--- config.mk ---
export PLATFORM = sky130hd
export DESIGN_NAME = ras_ctrl
export DESIGN_NICKNAME = d
export VERILOG_FILES = /design/src/rtl/cva5_config.sv /design/src/rtl/cva5_types.sv /design/src/rtl/cva5_fifo.sv /design/src/rtl/ras_ctrl.sv
export SDC_FILE = /design/constraint.sdc
export NUM_CORES = 1
export LEC_CHECK = 0
export BUFFER_PORTS_ARGS = -buffer_cell sky130_fd_sc_hd__buf_4
export CAP_MARGIN = 20
export CELL_PAD_IN_SITES_DETAIL_PLACEMENT = 0
export CELL_PAD_IN_SITES_GLOBAL_PLACEMENT = 2
export CORE_UTILIZATION = 34
export DETAILED_ROUTE_END_ITERATION = 6
export MAX_ROUTING_LAYER = met4
export PLACE_DENSITY = 0.9
export SETUP_SLACK_MARGIN = 0.15
export SYNTH_ARGS = -nofsm -noshare
export SYNTH_HDL_FRONTEND = slang
export SYNTH_SLANG_ARGS = --single-unit
--- constraint.sdc ---
create_clock -name clk -period 5.3 [get_ports clk]
set_clock_uncertainty 0.2 [all_clocks]
set_input_delay 0.795 -clock clk [delete_from_list [all_inputs] [get_ports clk]]
set_output_delay 0.795 -clock clk [all_outputs]
set_load 0.02 [all_outputs]
--- src/rtl/cva5_config.sv ---
// Core configuration: branch predictor sizing and checkpoint capacity.
package cva5_config;

    typedef struct packed {
        int unsigned RAS_ENTRIES;
    } branch_predictor_config_t;

    typedef struct packed {
        branch_predictor_config_t BP;
    } cpu_config_t;

    localparam cpu_config_t EXAMPLE_CONFIG = '{BP: '{RAS_ENTRIES: 4}};

    // Number of branch checkpoints that may be in flight at once.
    localparam int unsigned MAX_IDS = 8;

endpackage

--- src/rtl/cva5_types.sv ---
// Shared type definitions for the fetch-stage control logic.
package cva5_types;

    typedef enum logic [1:0] {
        INIT,
        RUN,
        RECOVER
    } ras_ctrl_state_t;

endpackage

--- src/rtl/cva5_fifo.sv ---
// Small synchronous FIFO; head entry is visible on data_out while valid.
// Reset is synchronous so a same-cycle flush can still read the head entry.
module cva5_fifo #(
    parameter type DATA_TYPE = logic,
    parameter int unsigned FIFO_DEPTH = 4
) (
    input  logic     clk,
    input  logic     rst,
    input  logic     push,
    input  logic     pop,
    input  DATA_TYPE data_in,
    output DATA_TYPE data_out,
    output logic     valid
);
    localparam int unsigned PTR_W = (FIFO_DEPTH > 1) ? $clog2(FIFO_DEPTH) : 1;
    localparam int unsigned CNT_W = $clog2(FIFO_DEPTH + 1);

    DATA_TYPE           r_mem [FIFO_DEPTH];
    logic [PTR_W-1:0]   r_rd_ptr;
    logic [PTR_W-1:0]   r_wr_ptr;
    logic [CNT_W-1:0]   r_count;
    logic               w_push;
    logic               w_pop;

    assign valid    = (r_count != '0);
    assign data_out = r_mem[r_rd_ptr];
    assign w_push   = push & (r_count != CNT_W'(FIFO_DEPTH));
    assign w_pop    = pop & valid;

    // Pointer and occupancy tracking
    always_ff @(posedge clk) begin
        if (rst) begin
            r_rd_ptr <= '0;
            r_wr_ptr <= '0;
            r_count  <= '0;
        end else begin
            if (w_push)
                r_wr_ptr <= (r_wr_ptr == PTR_W'(FIFO_DEPTH - 1)) ? '0 : r_wr_ptr + 1'b1;
            if (w_pop)
                r_rd_ptr <= (r_rd_ptr == PTR_W'(FIFO_DEPTH - 1)) ? '0 : r_rd_ptr + 1'b1;
            if (w_push && !w_pop)
                r_count <= r_count + 1'b1;
            else if (w_pop && !w_push)
                r_count <= r_count - 1'b1;
        end
    end

    // Storage write; contents need no reset since valid gates them
    always_ff @(posedge clk) begin
        if (w_push)
            r_mem[r_wr_ptr] <= data_in;
    end

endmodule

--- src/rtl/ras_ctrl.sv ---
// Return address stack sequencing: turns fetch decode and back-end events into
// RAS push/pop/checkpoint strobes, tracking stack depth and in-flight checkpoints.
module ras_ctrl
    import cva5_config::*;
    import cva5_types::*;
#(
    parameter cpu_config_t CONFIG = EXAMPLE_CONFIG
) (
    input  logic        clk,
    input  logic        rst,
    input  logic        fetch_valid,
    input  logic        is_call,
    input  logic        is_return,
    input  logic        is_branch,
    input  logic [31:0] call_return_addr,
    input  logic        branch_retired,
    input  logic        fetch_flush,
    input  logic        early_branch_flush,
    output logic        ras_push,
    output logic        ras_pop,
    output logic [31:0] ras_new_addr,
    output logic        ras_branch_fetched,
    output logic        ras_branch_retired,
    output logic        return_valid,
    output logic        fetch_hold
);
    localparam int unsigned DEPTH_W = $clog2(CONFIG.BP.RAS_ENTRIES + 1);
    localparam int unsigned OUT_W   = $clog2(MAX_IDS + 1);
    localparam logic [DEPTH_W-1:0] DEPTH_MAX = DEPTH_W'(CONFIG.BP.RAS_ENTRIES);
    localparam logic [OUT_W-1:0]   OUT_MAX   = OUT_W'(MAX_IDS);

    ras_ctrl_state_t        r_state;
    logic [DEPTH_W-1:0]     r_depth;
    logic [OUT_W-1:0]       r_outstanding;

    logic                   w_flush;
    logic                   w_ckpt_full;
    logic                   w_fetch_en;
    logic                   w_fifo_rst;
    logic                   w_ckpt_valid;
    logic [DEPTH_W-1:0]     w_ckpt_depth;

    assign w_flush     = fetch_flush | early_branch_flush;
    assign w_ckpt_full = (r_outstanding == OUT_MAX);
    assign fetch_hold  = (r_state != RUN) | w_flush | w_ckpt_full;

    // A held fetch is not accepted, so none of its decode strobes may reach the RAS
    assign w_fetch_en         = fetch_valid & ~fetch_hold;
    assign ras_push           = w_fetch_en & is_call;
    assign ras_pop            = w_fetch_en & is_return & (r_depth != '0);
    assign ras_branch_fetched = w_fetch_en & is_branch;
    assign ras_branch_retired = branch_retired & (r_outstanding != '0);
    assign ras_new_addr       = call_return_addr;
    assign return_valid       = (r_depth != '0) & (r_state == RUN);

    // Controller state: one settle cycle after reset and after every flush
    always_ff @(posedge clk or posedge rst) begin
        if (rst) begin
            r_state <= INIT;
        end else begin
            unique case (r_state)
                INIT:    r_state <= RUN;
                RUN:     r_state <= w_flush ? RECOVER : RUN;
                RECOVER: r_state <= w_flush ? RECOVER : RUN;
                default: r_state <= INIT;
            endcase
        end
    end

    // In-flight checkpoint count, mirrors the checkpoint FIFO occupancy
    always_ff @(posedge clk or posedge rst) begin
        if (rst) begin
            r_outstanding <= '0;
        end else if (w_flush) begin
            r_outstanding <= '0;
        end else if (ras_branch_fetched && !ras_branch_retired) begin
            r_outstanding <= r_outstanding + 1'b1;
        end else if (ras_branch_retired && !ras_branch_fetched) begin
            r_outstanding <= r_outstanding - 1'b1;
        end
    end

    // Valid stack depth; a full stack rolls over so depth saturates
    always_ff @(posedge clk or posedge rst) begin
        if (rst) begin
            r_depth <= '0;
        end else if (fetch_flush) begin
            if (w_ckpt_valid)
                r_depth <= w_ckpt_depth;
        end else if (early_branch_flush) begin
            r_depth <= r_depth;
        end else if (ras_push && !ras_pop) begin
            if (r_depth != DEPTH_MAX)
                r_depth <= r_depth + 1'b1;
        end else if (ras_pop && !ras_push) begin
            r_depth <= r_depth - 1'b1;
        end
    end

    assign w_fifo_rst = rst | w_flush;

    cva5_fifo #(
        .DATA_TYPE  (logic [DEPTH_W-1:0]),
        .FIFO_DEPTH (MAX_IDS)
    ) u_depth_ckpt (
        .clk      (clk),
        .rst      (w_fifo_rst),
        .push     (ras_branch_fetched),
        .pop      (ras_branch_retired),
        .data_in  (r_depth),
        .data_out (w_ckpt_depth),
        .valid    (w_ckpt_valid)
    );

endmodule

==> results.toml, run 1 <==
[outcome]
status = "completed"

[hold_path]
hp-class = "input port to async pin"

[pwr]
power_density_nw_per_um2 = 327
p_sw_share_pct = 29.7
p_leak_nw = 0.927
p_clk_share_pct = 26.4
power_switching_mw = 0.248
internal_power_mw = 0.588
pwr-share-comb_pct = 16.6
seqPwrFrac_pct = 57.0
ir_drop_v = 0.000114

[placement]
hpwl_um = 2950
gp_congestion = 0.736
numPortBuffers = 14
placedCellCount = 287

[timing]
rsz0062_at_grt = "false"
post-route-min-period_ns = 3.33
fin_crit_sh_pct = 62.8
relSlewSlack_pct = 60.7
slew_viol_final = 0
max_freq_mhz = 300
finalHoldViolCount = 0
worst_pin_slew_ns = 0.582
final-setup-viol-count = 0
setup_tns_ns = 0

[cts]
clock_latency_ns = 0.30
cts_resized = 0
cts.path.max_buffers = 2
numClockSinks = 46
clk_pin_slew_worst_paths_ns = 0.09
htreeDepth = 2
root_buffer = "clkbuf_8"
postCtsHoldBufs = 0
numCtsBuffers = 5
tritoncts = "yes"
post_cts_buffers = 0

[yosys]
synth_edf_count = 24
avgSynthCellArea_sq_um = 11.8
ys.flop_type = "edfxtp_1"
ys_types = 41
yosysWarnings = 0
ys_seq_area_share_pct = 48.3
synth-seq-cells = 46
syn_inst = 212
async_flop_share_pct = 19.6
synth_nets = 268
syn_area_sq_um = 2500

[grt]
grt_first_pass_wirelength_um = 6750
grt_max_degree = 17
grt_pass1_vias = 1359
overflow = 0
grt_usage_pct = 12.0
antenna_found_initial = 0

[route]
totalWireLength_um = 3980
drc = 0
ant_nets = 0
first_pass_iters = 4
wire_per_inst_um = 13.5
vias = 1386
via_per_inst = 4.70
first_iter_violations = 48

[finish]
nets = 254
fin_cells = 295
final_cell_mix = "nor2_1 (29), edfxtp_1 (24), buf_4 (14)"
antennaDiodeCount = 0
final_common_cell = "nor2_1"
fillers = 686
drive_gt1_share_pct = 18.6
utilization_pct = 36.9
area_delta_synth_final_pct = 2.56

[worst_setup_path]
required_ns = 5.33
arrival_ns = 3.36
critPathMaxFanout = 9
startpoint = "fetch_flush"
path_buf_inv = 2
worstSetupPathType = "input port to flip-flop"
cp_slowest_cell = "a211oi_4"
timing.rr.start = "r_state[1]"
slowest_delay_ns = 0.40
cp_cell_sequence = "buf_4 > and4bb_2 > nand2_1 > a211oi_4 > ha_1 > inv_1 > ha_1 > a21o_1 > a21oi_1 > xnor2_1 > or3_1 > a21oi_1"
r2r_setup_slack_ns = 2.00
cp-end-kind = "flip-flop"
crit_family = "compound AO/OA/AOI/OAI gates"
worstSetupStartpointType = "input port"

[die]
chipWidth_um = 87.7
initial_core_util_pct = 35.9
die_h_um = 87.7
rows = 30
dieArea_sq_um = 7690
io_pins = 79
core_area_sq_um = 6940

[job]
drv_cap = 0
## routing by layer
metal	vias to the layer above	global-route usage [%]	share of wire, %
li1	683	-	-
met3	13	2.64	3.4
met2	18	17.5	45
met1	672	15.6	49
met4	0	6.56	2.3
met5	-	-	0
## synth_stat cells (3+ instances only)
master,n,area (sq um)
buf_4,32,240
nor2_1,29,109
edfxtp_1,24,721
dfxtp_1,13,260
ha_1,12,150
mux2i_1,12,120
inv_1,10,37.5
a21oi_1,9,45.0
dfrtp_1,9,225
mux4_2,6,135
xnor2_1,6,52.6
nand2_1,5,18.8
nand2b_1,4,25.0
o21ai_0,4,20.0
fa_1,3,60.1
nor3_1,3,15.0
## cells by family (layout without fill, tap and decap cells)
kind of cell / Yosys count / in the layout / share of synthesized area [%]
AO/OA/AOI/OAI: 23 / 23 / 6.62
XOR/XNOR: 8 / 8 / 2.81
adder cells (fa/ha/maj): 15 / 15 / 8.42
buffers and inverters: 45 / 32 / 11.7
flip-flops: 46 / 46 / 48.3
multiplexers: 20 / 20 / 11.1
AND/OR/NAND/NOR: 55 / 55 / 11.0
## registers in the layout, indices dropped and copies added (netlist names), named ones only
register               flops
r_depth                    3
u_depth_ckpt.r_rd_ptr      3
r_outstanding              4
r_state                    2
u_depth_ckpt.r_count       4
u_depth_ckpt.r_wr_ptr      3
u_depth_ckpt.r_mem        24
## final timing paths
kind                                            to  depth (start not counted)
setup / recovery           u_depth_ckpt.r_count[3]                         12
hold reg to reg                          flip-flop                          2
max in group asynchronous         r_outstanding[2]                          2
min in group clk                         flip-flop                          2
setup reg to reg           u_depth_ckpt.r_count[3]                         13
hold / removal                          r_state[0]                          2
## through the flow
step	hold WS (ns)	instance area (sq um)	power [mW]	worst slack (ns)
after floorplan	0.288	2500	0.611	1.86
after global placement	0.323	2470	0.623	1.70
final	0.271	2560	0.837	1.97
after detailed placement	0.329	2470	0.627	1.66
after CTS	0.276	2560	0.849	1.96
after global routing	0.287	2560	0.890	1.75
## cell type report
cell class              instances  area [sq um]  area share [%]
clock buffers                   5          68.8            2.69
clock inverters                 3          23.8           0.929
inverters                      10          37.5            1.47
multi-input cells             121           998            39.0
flip-flops and latches         46          1210            47.1
well taps                      96           120            4.69
repair buffers                 14           105            4.11
## power groups by stage
stage | Combinational, mW | Clock (mW) | Sequential [mW]
floorplan | 0.145 | 0 | 0.466
global placement | 0.139 | 0 | 0.484
detailed placement | 0.140 | 0 | 0.487
CTS | 0.141 | 0.229 | 0.479
global route | 0.161 | 0.241 | 0.487
finish | 0.139 | 0.221 | 0.477
No activity file was read; power rests on OpenSTA's default activity.
==> inputs of run 2 (changes only) <==
--- a/config.mk
+++ b/config.mk
@@ -5,14 +5,15 @@
 export SDC_FILE = /design/constraint.sdc
 export NUM_CORES = 1
 export LEC_CHECK = 0
+export ABC_AREA = 1
 export BUFFER_PORTS_ARGS = -buffer_cell sky130_fd_sc_hd__buf_4
 export CAP_MARGIN = 20
 export CELL_PAD_IN_SITES_DETAIL_PLACEMENT = 0
 export CELL_PAD_IN_SITES_GLOBAL_PLACEMENT = 2
-export CORE_UTILIZATION = 34
+export CORE_UTILIZATION = 30
 export DETAILED_ROUTE_END_ITERATION = 6
 export MAX_ROUTING_LAYER = met4
-export PLACE_DENSITY = 0.9
+export PLACE_DENSITY = 0.85
 export SETUP_SLACK_MARGIN = 0.15
 export SYNTH_ARGS = -nofsm -noshare
 export SYNTH_HDL_FRONTEND = slang
==> constraint.sdc (replaced) <==
create_clock -name clk -period 3.5 [get_ports clk]
set_clock_uncertainty 0.2 [all_clocks]
set_input_delay 0.525 -clock clk [delete_from_list [all_inputs] [get_ports clk]]
set_output_delay 0.525 -clock clk [all_outputs]
set_load 0.02 [all_outputs]
==> results.toml, run 2 <==
[yosys]
yosysWarnings = 0
ys.flop_type = "edfxtp_1"
syn_area_sq_um = 2650
synth_nets = 353
synth.area.top_cells = "edfxtp_1 (27%), dfxtp_1 (9.8%), buf_4 (9.1%), dfrtp_1 (8.5%), nand2_1 (6.5%)"
synth_area_leader_cell = "edfxtp_1"
synth-seq-cells = 46
synth_top_area_share_pct = 27.2
synth_edf_count = 24
avgSynthCellArea_sq_um = 8.91
synthTopCellsByCount = "nand2_1 (46), inv_1 (44), buf_4 (32)"
ys_seq_area_share_pct = 45.6
synth.most_common_cell = "nand2_1"
async_flop_share_pct = 19.6
ys_types = 31
syn_inst = 297

[route]
drc = 0
ant_nets = 0
vias = 1749
via_per_inst = 4.50
totalWireLength_um = 4690
first_iter_violations = 45
first_pass_iters = 4
wire_per_inst_um = 12.1

[finish]
drive_gt1_share_pct = 13.4
final_common_cell = "nand2_1"
top_regs = "u_depth_ckpt.r_mem (24), r_outstanding (4), u_depth_ckpt.r_count (4)"
final_cell_mix = "nand2_1 (46), inv_1 (44), nor2_1 (28)"
regMostFlops = "u_depth_ckpt.r_mem"
nets = 339
antennaDiodeCount = 0
area_delta_synth_final_pct = 2.84
largest_reg_flops = 24

[grt]
grt_max_degree = 25
grt_pass1_vias = 1733
busiest_layer = "met2"
overflow = 0
grt_usage_pct = 12.0
antenna_found_initial = 0
globalRouteMet1Util_pct = 15.1
gr-usage-met3_pct = 3.00
gr-usage-met2_pct = 18.3
grt_first_pass_wirelength_um = 8090

[cts]
clk_pin_slew_worst_paths_ns = 0.09
post_cts_buffers = 0
numCtsBuffers = 5
numClockSinks = 46
clock_latency_ns = 0.30
root_buffer = "clkbuf_8"
tritoncts = "yes"
htreeDepth = 2
cts.path.max_buffers = 2
cts_resized = 0
postCtsHoldBufs = 0

[pwr]
ir_drop_v = 0.000130
p_leak_nw = 1.15
power_density_nw_per_um2 = 475

[timing]
final-setup-viol-count = 0
finalHoldViolCount = 0
fin_crit_sh_pct = 79.7
slew_viol_final = 0
rsz0062_at_grt = "false"
setup_tns_ns = 0
worst_pin_slew_ns = 0.672
post-route-min-period_ns = 2.79
relSlewSlack_pct = 55.1
holdWs_ns = 0.00430
max_freq_mhz = 358

[outcome]
status = "completed"

[placement]
hpwl_um = 3660
gp_congestion = 0.747
numPortBuffers = 14

[die]
die_h_um = 95.9
dieArea_sq_um = 9200
core_area_sq_um = 8380
rows = 33
io_pins = 79
chipWidth_um = 95.9
initial_core_util_pct = 31.6

[worst_setup_path]
cp_slowest_cell = "dfrtp_1"
worstSetupPathType = "flip-flop to flip-flop"
r2r_setup_slack_ns = 0.71
slowest_delay_ns = 0.39
arrival_ns = 2.84
worstSetupStartpointType = "flip-flop"
critPathMaxFanout = 6
cp_cell_sequence = "inv_1 > ha_1 > inv_1 > nor2_4 > nand3_2 > nor2_4 > nand2_4 > clkinv_2 > ha_1 > inv_1 > ha_1 > a21o_1 > a21oi_1 > nor2_1 > nor2_1 > nand2_1 > nand2_1 > nand2_1 > nor2_1"
cp-end-kind = "flip-flop"
required_ns = 3.54
path_buf_inv = 4
crit_family = "simple AND/OR/NAND/NOR gates"

[job]
drv_cap = 0

[hold_path]
hp-class = "input port to async pin"
## run 2: worst paths after layout
| check | from | end | cells after the start |
|---|---|---|---|
| min in group clk | u_depth_ckpt.r_rd_ptr[1] | flip-flop | 2 |
| worst min register to register | u_depth_ckpt.r_rd_ptr[1] | flip-flop | 2 |
| worst min-delay path | rst | r_depth[1] | 2 |
| worst max-delay path | r_state[1] | u_depth_ckpt.r_count[3] | 19 |
| worst max register to register | r_state[1] | u_depth_ckpt.r_count[3] | 19 |
| max in group asynchronous | rst | r_state[0] | 2 |
## run 2: cells by family (layout without fill, tap and decap cells)
logic type	after synthesis	in the layout	share of synthesized area, %
AOI/OAI and AO/OA	43	43	9.40
xor gates and xnor gates	6	6	1.99
adders and majority gates	15	15	7.94
buffers and inverters	81	68	16.2
DFF	46	46	45.6
and+or+nand+nor	106	106	19.0
## run 2: power by group
group / internal [mW] / total, mW / switching, mW
Clock: 0.143 / 0.337 / 0.194
Combinational: 0.103 / 0.253 / 0.150
Sequential: 0.639 / 0.705 / 0.0660
## run 2: cell type report
class                           count  area (sq um)
Fill cell                         870          5660
Sequential cell                    46          1210
Multi-Input combinational cell    170          1010
Inverter                           46           174
Tap cell                          105           131
Timing Repair Buffer               14           105
Clock buffer                        5          68.8
Clock inverter                      3          23.8
## run 2: layer usage
layer,part of all wire [%],wire length (um),up-vias
li1,-,-,900
met1,50,2330,811
met2,45,2120,24
met3,3.3,156,14
met4,1.9,89,0
met5,0,0,-
## run 2: stage by stage
| stage | util, % | instance area, sq um | total power, mW | worst slack [ns] | instances |
|---|---|---|---|---|---|
| 2_1_floorplan | - | 2650 | 0.938 | 0.826 | 297 |
| 3_3_place_gp | 31.4 | 2630 | 0.971 | 0.660 | 381 |
| 3_5_place_dp | 31.4 | 2630 | 0.975 | 0.598 | 381 |
| 4_1_cts | 32.5 | 2720 | 1.31 | 0.679 | 389 |
| 5_1_grt | 32.5 | 2720 | 1.38 | 0.363 | 389 |
| 6_report | 32.5 | 2720 | 1.29 | 0.709 | 389 |
==> inputs of run 3 (changes only) <==
==> constraint.sdc (replaced) <==
create_clock -name clk -period 2.7 [get_ports clk]
set_clock_uncertainty 0.2 [all_clocks]
set_input_delay 0.405 -clock clk [delete_from_list [all_inputs] [get_ports clk]]
set_output_delay 0.405 -clock clk [all_outputs]
set_load 0.02 [all_outputs]
==> results.toml, run 3 (synthesized netlist as in run 2, its figures left out) <==
[timing]
max_freq_mhz = 404
rsz0062_at_grt = "true"
fin_crit_sh_pct = 91.6
finalHoldViolCount = 0
relSlewSlack_pct = 52.5
worst_pin_slew_ns = 0.711
post-route-min-period_ns = 2.47
setup_tns_ns = 0
final-setup-viol-count = 0
slew_viol_final = 0
setup_slack_ns = 0.227

[grt]
antenna_found_initial = 0
overflow = 0
grt_usage_pct = 12.0
grt_pass1_vias = 1738
grt_max_degree = 25
grt_first_pass_wirelength_um = 8260

[cts]
htreeDepth = 2
clk_pin_slew_worst_paths_ns = 0.10
clock_latency_ns = 0.30
tritoncts = "yes"
numCtsBuffers = 5
numClockSinks = 46
cts.path.max_buffers = 2
root_buffer = "clkbuf_8"

[placement]
hpwl_um = 3820
place_ws_ns = 0.0607
gp_congestion = 0.719
dpl_cell_area_sq_um = 2730
numPortBuffers = 14
placedCellCount = 389

[die]
io_pins = 79
dieArea_sq_um = 9200
core_area_sq_um = 8380
die_h_um = 95.9
initial_core_util_pct = 31.6
rows = 33
chipWidth_um = 95.9

[finish]
final_cell_area_sq_um = 2880
final_common_cell = "nand2_1"
fin_cells = 400
antennaDiodeCount = 0
area_delta_synth_final_pct = 8.79
regMostFlops = "u_depth_ckpt.r_mem"
nets = 350
drive_gt1_share_pct = 19.0
largest_reg_flops = 24
final_cell_mix = "nand2_1 (46), inv_1 (41), nor2_1 (28)"
top_regs = "u_depth_ckpt.r_mem (24), r_outstanding (4), u_depth_ckpt.r_count (4)"

[pwr]
power_density_nw_per_um2 = 619
ir_drop_v = 0.000169
p_leak_nw = 1.22
total_power_mw = 1.78

[worst_setup_path]
worstSetupStartpointType = "flip-flop"
r2r_setup_slack_ns = 0.23
slowest_delay_ns = 0.40
required_ns = 2.74
worstSetupPathType = "flip-flop to flip-flop"
arrival_ns = 2.52
critPathMaxFanout = 3
cp-end-kind = "flip-flop"
cp_slowest_cell = "dfrtp_1"
cp_cell_sequence = "inv_2 > ha_4 > inv_2 > nor2_4 > nand3_4 > nor2_4 > nand2_4 > clkinv_4 > ha_4 > inv_4 > ha_4 > a21o_1 > a21oi_2 > nor2_1 > nor2_1 > nand2_1 > nand2_1 > nand2_1 > nor2_1"

[job]
drv_cap = 0

[route]
drc = 0
via_per_inst = 4.44
wire_per_inst_um = 12.4
first_pass_iters = 4
totalWireLength_um = 4960
first_iter_violations = 94
ant_nets = 0
vias = 1775

[outcome]
status = "completed"

[hold_path]
hp-class = "input port to flip-flop"
==> run 3: final timing paths <==
| check | startpoint | endpoint | cells past startpoint |
|---|---|---|---|
| worst max-delay path | r_state[1] | u_depth_ckpt.r_count[3] | 19 |
| worst min-delay path | fetch_flush | r_depth[2] | 5 |
| worst max register to register | r_state[1] | u_depth_ckpt.r_count[3] | 19 |
| worst min register to register | u_depth_ckpt.r_rd_ptr[2] | u_depth_ckpt.r_rd_ptr[2] | 2 |
| max in group asynchronous | rst | r_state[0] | 3 |
| min in group asynchronous | rst | r_depth[0] | 3 |
==> run 3: what timing repair did <==
item                       in CTS  in global routing
setup buffers                   2                  0
gates resized for setup         1                  3
pin swaps                       2                  0
setup endpoints to repair       1                  2
hold buffers                    1                  0
hold endpoints to repair        9                  0
==> run 3: cell type report <==
class                   instances  area (sq um)
clock buffers                   5          68.8
clock inverters                 3          28.8
fillers                       864          5500
inverters                      46           180
multi-input cells             170          1070
flip-flops and latches         46          1210
well taps                     105           131
repair buffers                 25           190
==> run 3: stage by stage <==
step	util (%)	hold WS, ns
2_1_floorplan	-	0.0329
3_5_place_dp	32.5	0.234
6_report	34.4	0.262
3_3_place_gp	32.5	0.240
4_1_cts	34.1	0.259
5_1_grt	34.4	0.317
==> run 3: power by group <==
| part | total, mW | switching (mW) | internal, mW |
|---|---|---|---|
| Clock | 0.464 | 0.269 | 0.194 |
| Sequential | 0.857 | 0.0297 | 0.828 |
| Combinational | 0.462 | 0.277 | 0.185 |
| Total | 1.78 | 0.576 | 1.21 |
==> run 3: worst max-delay path, delay by kind of cell, from the launching register on <==
| kind | cells | cell delay [ns] |
|---|---|---|
| AO/OA/AOI/OAI | 2 | 0.30 |
| adder cells (fa/ha/maj) | 3 | 0.47 |
| AND/OR/NAND/NOR | 10 | 0.81 |
| flip-flops | 1 | 0.40 |
| buffers and inverters | 4 | 0.23 |
==> run 3: per-layer routing <==
layer  GRT usage (%)  wire, um
met2            18.4      2250
met3            2.84       203
met5               -         0
met4            2.24        25
met1            16.4      2490
